--- config.mk ---
export PLATFORM = sky130hd
export DESIGN_NAME = butterfly_r2_pipe
export DESIGN_NICKNAME = d
export VERILOG_FILES = /design/src/rtl/butterfly_r2_pipe.sv
export SDC_FILE = /design/constraint.sdc
export NUM_CORES = 1
export LEC_CHECK = 0
export ABC_CLOCK_PERIOD_IN_PS = 23600
export CORE_ASPECT_RATIO = 0.6
export CORE_UTILIZATION = 30
export DETAILED_ROUTE_END_ITERATION = 8
export DONT_BUFFER_PORTS = 1
export PLACE_DENSITY = 0.45
export SYNTH_ARGS = -nofsm -noshare
export SYNTH_HDL_FRONTEND = slang
export SYNTH_SLANG_ARGS = --single-unit
--- constraint.sdc ---
create_clock -name clk -period 23.6 [get_ports clk]
set_input_delay 4.72 -clock clk [delete_from_list [all_inputs] [get_ports clk]]
set_output_delay 4.72 -clock clk [all_outputs]
set_load 0.01 [all_outputs]
--- src/rtl/butterfly_r2_pipe.sv ---
// Radix-2 DIT butterfly, selectable W8^k twiddle; 2-cycle latency, elastic valid/ready, stalls hold outputs.
// Define BFLY_SCALE_EN to halve the stage-2 results (floor) instead of wrapping; out_ovf is then 0.
module butterfly_r2_pipe #(
  parameter int N  = 3,
  parameter int CW = 2**N
) (
  input  logic            clk,
  input  logic            rst,
  input  logic            in_valid,
  output logic            in_ready,
  input  logic [1:0]      twiddle_sel,
  input  logic [2**N-1:0] in_1_r,
  input  logic [2**N-1:0] in_1_i,
  input  logic [2**N-1:0] in_2_r,
  input  logic [2**N-1:0] in_2_i,
  output logic            out_valid,
  input  logic            out_ready,
  output logic [2**N-1:0] out_1_r,
  output logic [2**N-1:0] out_1_i,
  output logic [2**N-1:0] out_2_r,
  output logic [2**N-1:0] out_2_i,
  output logic            out_ovf
);
  localparam int W = 2**N;
  localparam int C = $rtoi((2.0 ** CW) * 0.70710678118654752 + 0.5);
  localparam logic signed [CW:0] C_S = (CW+1)'(C);

  // Multiply by 1/sqrt(2): floor of (x*C) >> CW, then wrap to W bits.
  function automatic logic [W-1:0] scale(input logic signed [W:0] x);
    logic signed [W+CW+1:0] p;
    p = (W+CW+2)'(x) * (W+CW+2)'(C_S);
    return W'(p >>> CW);
  endfunction

  function automatic logic [W:0] sx(input logic [W-1:0] v);
    return {v[W-1], v};
  endfunction

  function automatic logic ovf(input logic [W:0] v);
    return v[W] ^ v[W-1];
  endfunction

  logic            s1_valid_q, s1_valid_d, s2_valid_q, s2_valid_d;
  logic [W-1:0]    s1_1r_q, s1_1r_d, s1_1i_q, s1_1i_d;
  logic [W-1:0]    s1_tr_q, s1_tr_d, s1_ti_q, s1_ti_d;
  logic [W-1:0]    out_1_r_q, out_1_r_d, out_1_i_q, out_1_i_d;
  logic [W-1:0]    out_2_r_q, out_2_r_d, out_2_i_q, out_2_i_d;
  logic            out_ovf_q, out_ovf_d;
  logic            adv1, adv2;
  logic signed [W:0] r9, m9;
  logic [W-1:0]    tw_r, tw_i;
  logic [W:0]      a_r, a_i, b_r, b_i;

  assign adv2     = !s2_valid_q || out_ready;
  assign adv1     = !s1_valid_q || adv2;
  assign in_ready = adv1;

  always_comb begin
    r9   = $signed(sx(in_2_r));
    m9   = $signed(sx(in_2_i));
    tw_r = in_2_r;
    tw_i = in_2_i;
    case (twiddle_sel)
      2'd1: begin
        tw_r = scale(r9 + m9);
        tw_i = scale(m9 - r9);
      end
      2'd2: begin
        tw_r = in_2_i;
        tw_i = -in_2_r;
      end
      2'd3: begin
        tw_r = scale(m9 - r9);
        tw_i = scale(-(r9 + m9));
      end
      default: ;
    endcase
  end

  always_comb begin
    a_r = sx(s1_1r_q) + sx(s1_tr_q);
    a_i = sx(s1_1i_q) + sx(s1_ti_q);
    b_r = sx(s1_1r_q) - sx(s1_tr_q);
    b_i = sx(s1_1i_q) - sx(s1_ti_q);
  end

  always_comb begin
    s1_valid_d = s1_valid_q;
    s1_1r_d    = s1_1r_q;
    s1_1i_d    = s1_1i_q;
    s1_tr_d    = s1_tr_q;
    s1_ti_d    = s1_ti_q;
    s2_valid_d = s2_valid_q;
    out_1_r_d  = out_1_r_q;
    out_1_i_d  = out_1_i_q;
    out_2_r_d  = out_2_r_q;
    out_2_i_d  = out_2_i_q;
    out_ovf_d  = out_ovf_q;
    if (adv1) s1_valid_d = in_valid;
    if (adv1 && in_valid) begin
      s1_1r_d = in_1_r;
      s1_1i_d = in_1_i;
      s1_tr_d = tw_r;
      s1_ti_d = tw_i;
    end
    if (adv2) s2_valid_d = s1_valid_q;
    // Output registers only change when a beat actually moves into stage 2.
    if (adv2 && s1_valid_q) begin
`ifdef BFLY_SCALE_EN
      out_1_r_d = a_r[W:1];
      out_1_i_d = a_i[W:1];
      out_2_r_d = b_r[W:1];
      out_2_i_d = b_i[W:1];
      out_ovf_d = 1'b0;
`else
      out_1_r_d = a_r[W-1:0];
      out_1_i_d = a_i[W-1:0];
      out_2_r_d = b_r[W-1:0];
      out_2_i_d = b_i[W-1:0];
      out_ovf_d = ovf(a_r) | ovf(a_i) | ovf(b_r) | ovf(b_i);
`endif
    end
  end

  always_ff @(posedge clk) begin
    if (rst) begin
      s1_valid_q <= 1'b0;
      s2_valid_q <= 1'b0;
      s1_1r_q    <= '0;
      s1_1i_q    <= '0;
      s1_tr_q    <= '0;
      s1_ti_q    <= '0;
      out_1_r_q  <= '0;
      out_1_i_q  <= '0;
      out_2_r_q  <= '0;
      out_2_i_q  <= '0;
      out_ovf_q  <= 1'b0;
    end else begin
      s1_valid_q <= s1_valid_d;
      s2_valid_q <= s2_valid_d;
      s1_1r_q    <= s1_1r_d;
      s1_1i_q    <= s1_1i_d;
      s1_tr_q    <= s1_tr_d;
      s1_ti_q    <= s1_ti_d;
      out_1_r_q  <= out_1_r_d;
      out_1_i_q  <= out_1_i_d;
      out_2_r_q  <= out_2_r_d;
      out_2_i_q  <= out_2_i_d;
      out_ovf_q  <= out_ovf_d;
    end
  end

  assign out_valid = s2_valid_q;
  assign out_1_r   = out_1_r_q;
  assign out_1_i   = out_1_i_q;
  assign out_2_r   = out_2_r_q;
  assign out_2_i   = out_2_i_q;
  assign out_ovf   = out_ovf_q;
endmodule

==> impl_metrics.json, run 1 <==
{
  "status": "finished clean",
  "syn2layout_area_growth_pct": 7.35,
  "initial_core_util_pct": 30.7,
  "cts_resized": 0,
  "hpwl_mm": 20.1,
  "crit_arrival_ns": 11.56,
  "placed_area_sq_um": 9280,
  "pre_cts_ws_ns": 11.98,
  "crit_fanout": 7,
  "io_pins": 73,
  "ys_seq_area_share_pct": 14.6,
  "fp.dieW_um": 225,
  "core_area_sq_um": 29000,
  "fin_nets": 1310,
  "insertedDiodeCount": 0,
  "worstPathRequired_ns": 23.82,
  "overflow": 0,
  "rows": 48,
  "htreeDepth": 3,
  "grt_antenna_before_repair": 0,
  "synthesis.area_sq_um": 8920,
  "rsz0062_at_grt": "no",
  "critPathCaptureType": "flip-flop",
  "synth_cell_types": 74,
  "synth_fa_ha_area_share_pct": 37.7,
  "dp.cells": 1431,
  "synth_warnings": 0,
  "drt-pass1-iter-count": 5,
  "drt_first_iter_violations": 367,
  "grt_max_degree": 65,
  "fmax_ghz": 0.0882,
  "synth_flop_cell": "dfxtp_1",
  "die_h_um": 136,
  "final_cells": 1447,
  "tightest_slew_ns": 1.14,
  "tns_ns": 0,
  "cts.sinks": 65,
  "drt-total-wl_mm": 23.7,
  "mostFrequentLayoutCells": "202 x inv_1, 166 x ha_1, 86 x nand2_1",
  "clk_latency_ns": 0.33,
  "dieArea_sq_um": 30400,
  "slew_viol_final": 0,
  "final-hold-violation-count": 0,
  "synth_top_family_by_area": "adder cells",
  "finalInstanceArea_sq_um": 9570,
  "synth-edff-count": 0,
  "yosys.area_share.simple_pct": 13.5,
  "fin_skew_ns": 0.00692,
  "cts_tree": "yes",
  "grt_use_total_pct": 16.0,
  "max_cap_violations": 0,
  "clk_pin_slew_ns": 0.05,
  "hold_class": "reg -> reg",
  "routed_via_density": 4.63,
  "ys_ff_latch": 65,
  "setup_ws_ns": 12.26,
  "final_common_cell": "inv_1",
  "fin_crit_sh_pct": 48.0,
  "cts_root_buffer": "clkbuf_16",
  "yosys.area_share.xor_xnor_pct": 7.02,
  "async_flop_share_pct": 0,
  "cts_inserted_buffers": 9,
  "io_buffers": 0,
  "post_cts_buffers": 0,
  "path_class": "in -> reg",
  "drc": 0,
  "antenna_left": 0,
  "avgSynthCellArea_sq_um": 8.37,
  "relSlewSlack_pct": 23.4,
  "holdBufCountCts": 0,
  "gp_congestion": 0.820,
  "start_kind": "input pin",
  "yosys-mux-area-fraction_pct": 1.22,
  "drive_gt1_share_pct": 3.44,
  "synth_compound_area_share_pct": 15.8,
  "max-clock-path-buffers": 2,
  "grt_pass1_vias": 6603,
  "synth.net_count": 1333,
  "vias": 6702,
  "grt_pass1_wl_mm": 37.4,
  "post-route-min-period_ns": 11.34,
  "drt-wirelength-per-cell_um": 16.4,
  "setup_viol": 0,
  "synth_cells": 1065
}
==> registers in the layout (all words and copies together), names as in the netlist <==
| signal | count |
|---|---|
| s1_1r_q | 8 |
| out_1_i | 8 |
| out_valid | 1 |
| out_1_r | 8 |
| s1_valid_q | 1 |
| s1_ti_q | 8 |
| out_2_i | 7 |
| s1_tr_q | 8 |
| out_ovf | 1 |
| s1_1i_q | 8 |
| out_2_r | 7 |
==> area by class of cell <==
cell class	count	area (sq um)
Clock buffer	13	250
Clock inverter	3	40.0
Sequential cell	65	1300
Multi-Input combinational cell	762	6710
Inverter	203	762
Fill cell	3068	19400
Timing Repair Buffer	1	7.51
Tap cell	400	500
==> kinds of logic (layout without fill, tap and decap cells) <==
logic type               after synthesis  in the layout
XOR/XNOR                              69             69
AO/OA/AOI/OAI                        206            206
buffers and inverters                238            220
flip-flops                            65             65
multiplexers                           8              8
adder cells (fa/ha/maj)              230            230
AND/OR/NAND/NOR                      249            249
==> worst max-delay path: stages <==
cell and delay [ns]:
ha_1 0.21, fa_1 0.45, nor2b_1 0.20, o211a_1 0.27
o211ai_2 0.42, ha_1 0.22, nand3_1 0.07, nor4b_1 0.44
o21a_1 0.20, or2_1 0.27, inv_2 0.07, ha_1 0.32
inv_1 0.06, fa_1 0.53, inv_1 0.05, fa_1 0.47
inv_1 0.05, fa_1 0.52, inv_1 0.04, ha_1 0.33
a21o_1 0.19, a31o_1 0.24, a21oi_1 0.17, nor4b_1 0.50
o21ba_1 0.21, mux2i_1 0.07, a32o_1 0.26
==> routing by layer <==
metal	vias to the layer above	wire length (um)	global-route usage, %
met5	-	0	0
met4	0	147	2.23
met3	11	1310	4.36
met2	83	8850	21.1
met1	3130	13400	25.3
li1	3478	-	-
==> metrics by stage <==
stage          hold WS [ns]  utilization, %
3_3_place_gp          0.461            32.0
4_1_cts               0.470            33.0
6_report              0.469            33.0
2_1_floorplan         0.449               -
3_5_place_dp          0.463            32.0
5_1_grt               0.499            33.0
==> worst paths after layout <==
kind                                 start          to  slack [ns]  depth (start not counted)
worst max register to register  s1_ti_q[0]     out_ovf       20.89                         11
worst max-delay path             in_2_r[0]  s1_ti_q[7]       12.26                         27
worst min-delay path            s1_1i_q[0]  s1_1i_q[0]        0.47                          2
worst min register to register  s1_1i_q[0]  s1_1i_q[0]        0.47                          2
==> cells in the mapped netlist, types with 5 or more instances <==
cell | number | area [sq um]
a211o_1 | 5 | 43.8
a211oi_1 | 27 | 203
a21o_1 | 14 | 105
a21oi_1 | 75 | 375
a22o_1 | 5 | 43.8
a31oi_1 | 7 | 43.8
clkbuf_1 | 25 | 93.8
dfxtp_1 | 65 | 1300
fa_1 | 64 | 1280
ha_1 | 166 | 2080
inv_1 | 202 | 758
nand2_1 | 86 | 323
nand2b_1 | 13 | 81.3
nand3_1 | 13 | 65.1
nand3b_1 | 5 | 37.5
nor2_1 | 56 | 210
nor2b_1 | 18 | 113
nor3_1 | 21 | 105
o21ai_0 | 20 | 100
o21bai_1 | 7 | 52.6
o31ai_1 | 7 | 52.6
or3_1 | 8 | 50.1
xnor2_1 | 38 | 333
xor2_1 | 29 | 254
Power of run 1 is not shown: default switching activity piles up to over one toggle a cycle in this logic, so the estimate is an artifact.
==> run 2, diff against run 1 <==
--- a/config.mk
+++ b/config.mk
@@ -5,7 +5,7 @@
 export SDC_FILE = /design/constraint.sdc
 export NUM_CORES = 1
 export LEC_CHECK = 0
-export ABC_CLOCK_PERIOD_IN_PS = 23600
+export ABC_CLOCK_PERIOD_IN_PS = 11700
 export CORE_ASPECT_RATIO = 0.6
 export CORE_UTILIZATION = 30
 export DETAILED_ROUTE_END_ITERATION = 8
==> constraint.sdc (replaced) <==
create_clock -name clk -period 11.7 [get_ports clk]
set_input_delay 2.34 -clock clk [delete_from_list [all_inputs] [get_ports clk]]
set_output_delay 2.34 -clock clk [all_outputs]
set_load 0.01 [all_outputs]
==> impl_metrics.json, run 2 (same netlist as run 1, synthesis figures left out) <==
{
  "status": "finished clean",
  "tns_ns": 0,
  "drt-wirelength-per-cell_um": 16.3,
  "crit_fanout": 7,
  "slowest_stage": "fa_1",
  "tightest_slew_ns": 1.15,
  "slowest_delay_ns": 0.54,
  "cts.sinks": 65,
  "rsz0062_at_grt": "no",
  "grt_max_degree": 65,
  "rows": 48,
  "setup_viol": 0,
  "reg2regPathDepth": 10,
  "overflow": 0,
  "max_cap_violations": 0,
  "antenna_left": 0,
  "cts_inserted_buffers": 9,
  "post-route-min-period_ns": 8.94,
  "slew_viol_final": 0,
  "drt-pass1-iter-count": 5,
  "path_class": "in -> reg",
  "clk_pin_slew_ns": 0.06,
  "syn2layout_area_growth_pct": 7.59,
  "drt_first_iter_violations": 467,
  "dieArea_sq_um": 30400,
  "crit_family": "adder cells",
  "drive_gt1_share_pct": 3.53,
  "hold_class": "reg -> reg",
  "grt_antenna_before_repair": 1,
  "crit_arrival_ns": 9.16,
  "max-clock-path-buffers": 2,
  "drc": 0,
  "grt_pass1_vias": 6655,
  "fp.dieW_um": 225,
  "worstPathRequired_ns": 11.92,
  "fin_crit_sh_pct": 76.4,
  "core_area_sq_um": 29000,
  "critPathCaptureType": "flip-flop",
  "holdBufCountCts": 0,
  "relSlewSlack_pct": 22.8,
  "rrSetupSlack_ns": 9.02,
  "worstHoldPathCells": 2,
  "gp_congestion": 0.823,
  "die_h_um": 136,
  "post_cts_buffers": 0,
  "initial_core_util_pct": 30.7,
  "clk_latency_ns": 0.33,
  "timing.rr.start": "s1_ti_q[1]",
  "io_pins": 73,
  "drt-total-wl_mm": 23.6,
  "fin_skew_ns": 0.00856,
  "rr_endpoint": "out_ovf",
  "io_buffers": 0,
  "final_common_cell": "inv_1",
  "holdPathEnd": "s1_1i_q[0]",
  "grt_pass1_wl_mm": 37.7,
  "mostFrequentLayoutCells": "202 x inv_1, 166 x ha_1, 86 x nand2_1",
  "fmax_ghz": 0.112,
  "fin_nets": 1310,
  "grt_use_total_pct": 16.1,
  "vias": 6751,
  "cts_tree": "yes",
  "htreeDepth": 3,
  "start_kind": "input pin",
  "hold_start": "s1_1i_q[0]",
  "hpwl_mm": 20.0,
  "cts_root_buffer": "clkbuf_16",
  "routed_via_density": 4.66,
  "cts_resized": 0,
  "final-hold-violation-count": 0,
  "path_buf_inv": 5
}
==> run 2: worst max path at each step <==
stage	start	end	cells after the start
2_1_floorplan	in_2_r[0]	s1_ti_q[4]	28
3_3_place_gp	in_2_r[0]	s1_ti_q[7]	27
3_5_place_dp	in_2_r[0]	s1_ti_q[7]	27
4_1_cts	in_2_r[0]	s1_ti_q[7]	27
5_1_grt	in_2_r[0]	s1_ti_q[7]	27
6_report	in_2_r[0]	s1_ti_q[7]	27
==> run 2: worst register-to-register path, cell delays in order, from the launching register on <==
cell and delay [ns]:
dfxtp_1 0.42, inv_1 0.11, ha_1 0.29, nand2b_1 0.10, a21oi_1 0.09, o21a_1 0.20, o31ai_1 0.39, a21oi_1 0.20
o21a_1 0.22, a2111oi_0 0.42, a31oi_1 0.13
==> run 2: area by class of cell <==
type / instances / area (sq um)
sequential: 65 / 1300
timing repair buffer: 1 / 7.51
tap: 400 / 500
fill: 3088 / 19400
clock buffer: 14 / 274
clock inverter: 2 / 35.0
inverter: 203 / 762
multi-input combinational: 762 / 6710
antenna: 1 / 2.50
==> run 2: routing by layer <==
layer	track usage, %	wire length, um
met2	21.4	8850
met4	1.93	170
met5	0	0
met3	4.58	1390
met1	25.3	13200
==> run 2: per-stage QoR <==
step	cell area (sq um)	cells	hold slack, ns	utilization, %	worst slack [ns]
floorplan	8920	1065	0.449	-	3.13
global placement	9280	1431	0.461	32.0	2.72
detailed placement	9280	1431	0.463	32.0	2.47
CTS	9590	1447	0.470	33.1	2.78
global route	9590	1447	0.500	33.1	2.34
finish	9590	1448	0.470	33.1	2.76
Power of run 2 is left out for the same reason.
==> run 3, diff against run 2 <==
--- a/config.mk
+++ b/config.mk
@@ -5,12 +5,12 @@
 export SDC_FILE = /design/constraint.sdc
 export NUM_CORES = 1
 export LEC_CHECK = 0
-export ABC_CLOCK_PERIOD_IN_PS = 11700
+export ABC_CLOCK_PERIOD_IN_PS = 7500
 export CORE_ASPECT_RATIO = 0.6
 export CORE_UTILIZATION = 30
 export DETAILED_ROUTE_END_ITERATION = 8
 export DONT_BUFFER_PORTS = 1
-export PLACE_DENSITY = 0.45
+export PLACE_DENSITY = 0.46
 export SYNTH_ARGS = -nofsm -noshare
 export SYNTH_HDL_FRONTEND = slang
 export SYNTH_SLANG_ARGS = --single-unit
==> constraint.sdc (replaced) <==
create_clock -name clk -period 7.5 [get_ports clk]
set_input_delay 1.5 -clock clk [delete_from_list [all_inputs] [get_ports clk]]
set_output_delay 1.5 -clock clk [all_outputs]
set_load 0.01 [all_outputs]
==> impl_metrics.json, run 3 (same netlist as run 1, synthesis figures left out) <==
{
  "mostFrequentLayoutCells": "202 x inv_1, 165 x ha_1, 86 x nand2_1",
  "fmax_ghz": 0.139,
  "grt_pass1_wl_mm": 38.4,
  "status": "finished clean",
  "fin_crit_sh_pct": 95.8,
  "rr_endpoint": "out_ovf",
  "reg2regPathDepth": 10,
  "final-hold-violation-count": 0,
  "clk_latency_ns": 0.34,
  "worstPathRequired_ns": 7.74,
  "holdBufCountCts": 0,
  "slowest_delay_ns": 0.52,
  "crit_arrival_ns": 7.42,
  "rrSetupSlack_ns": 4.82,
  "fp.dieW_um": 225,
  "relSlewSlack_pct": 31.5,
  "cts.sinks": 65,
  "start_kind": "input pin",
  "n_fill_cell": 3070,
  "post-route-min-period_ns": 7.19,
  "critPathCaptureType": "flip-flop",
  "rsz0062_at_grt": "no",
  "drt-total-wl_mm": 24.4,
  "crit_fanout": 5,
  "clk_pin_slew_ns": 0.06,
  "overflow": 0,
  "slowest_stage": "fa_1",
  "max_cap_violations": 0,
  "drt_first_iter_violations": 393,
  "io_pins": 73,
  "placed_area_sq_um": 9820,
  "grt_use_total_pct": 16.4,
  "cts_inserted_buffers": 9,
  "dieArea_sq_um": 30400,
  "finalCoreUtilization_pct": 35.1,
  "holdWs_ns": 0.473,
  "hold_class": "reg -> reg",
  "gp_congestion": 0.884,
  "insertedDiodeCount": 0,
  "setup.worst_path.end": "s1_ti_q[4]",
  "grt_antenna_before_repair": 0,
  "drt-wirelength-per-cell_um": 16.1,
  "path_class": "in -> reg",
  "drc": 0,
  "core_area_sq_um": 29000,
  "setup_ws_ns": 0.314,
  "hpwl_mm": 20.9,
  "finalInstanceArea_sq_um": 10200,
  "critPathLaunch": "in_2_r[0]",
  "htreeDepth": 3,
  "timing.rr.start": "s1_ti_q[1]",
  "drive_gt1_share_pct": 10.3,
  "fin_nets": 1377,
  "fin_skew_ns": 0.00622,
  "cts_tree": "yes",
  "final_common_cell": "inv_1",
  "die_h_um": 136,
  "syn2layout_area_growth_pct": 14.3,
  "routed_via_density": 4.60,
  "drt-pass1-iter-count": 7,
  "io_buffers": 0,
  "pre_cts_ws_ns": -0.105,
  "rows": 48,
  "vias": 6960,
  "grt_max_degree": 65,
  "initial_core_util_pct": 30.7,
  "setup_viol": 0,
  "slew_viol_final": 0,
  "antenna_left": 0,
  "grt_pass1_vias": 6805,
  "tightest_slew_ns": 1.02,
  "cts_root_buffer": "clkbuf_16",
  "max-clock-path-buffers": 2
}
[run 3: cell count changes in the layout (fill, tap and decap cells not counted), sizes merged]
| cell | before | now |
|---|---|---|
| buf | 1 | 68 |
| clkinvlp | 0 | 1 |
| bufinv | 1 | 2 |
| diode | 1 | 0 |
| clkinv | 1 | 2 |
| clkbuf | 14 | 11 |
[run 3: repair_timing]
item	CTS	global route
gates resized for setup	0	9
hold endpoints to repair	0	0
buffers inserted	0	0
setup endpoints to repair	0	4
[run 3: per-stage QoR]
stage / cells / setup TNS (ns)
floorplan: 1065 / 0
global placement: 1498 / 0
detailed placement: 1498 / -0.233
CTS: 1514 / 0
global route: 1514 / 0
finish: 1514 / 0
[run 3: worst max-delay path, delay by kind of cell]
| kind | cells | cell delay, ns |
|---|---|---|
| adder cells (fa/ha/maj) | 8 | 2.81 |
| multiplexers | 1 | 0.47 |
| buffers and inverters | 5 | 0.28 |
| XOR/XNOR | 1 | 0.08 |
| AO/OA/AOI/OAI | 8 | 1.52 |
| AND/OR/NAND/NOR | 4 | 0.75 |
[run 3: per-layer routing]
metal	up-vias	track usage (%)	share of wire (%)
met2	103	22.3	38
met5	-	0	0
met1	3244	25.8	56
met3	6	4.49	6.0
li1	3607	-	-
met4	0	1.70	0.33
[run 3: worst min path at each step]
stage	startpoint	to	slack, ns	depth (start not counted)
2_1_floorplan	s1_ti_q[2]	s1_ti_q[2]	0.45	2
4_1_cts	s1_ti_q[2]	s1_ti_q[2]	0.47	2
6_report	s1_ti_q[2]	s1_ti_q[2]	0.47	2
5_1_grt	s1_ti_q[2]	s1_ti_q[2]	0.49	2
3_3_place_gp	s1_ti_q[2]	s1_ti_q[2]	0.46	2
3_5_place_dp	s1_ti_q[2]	s1_ti_q[2]	0.46	2
[run 3: final cells by class]
type	instances	area, sq um	area share, %
Clock buffer	11	253	2.48
Inverter	203	762	7.48
Timing Repair Buffer	68	510	5.01
Sequential cell	65	1300	12.8
Tap cell	400	500	4.91
Multi-Input combinational cell	762	6790	66.6
Clock inverter	5	77.6	0.761
Power of run 3 is left out for the same reason.
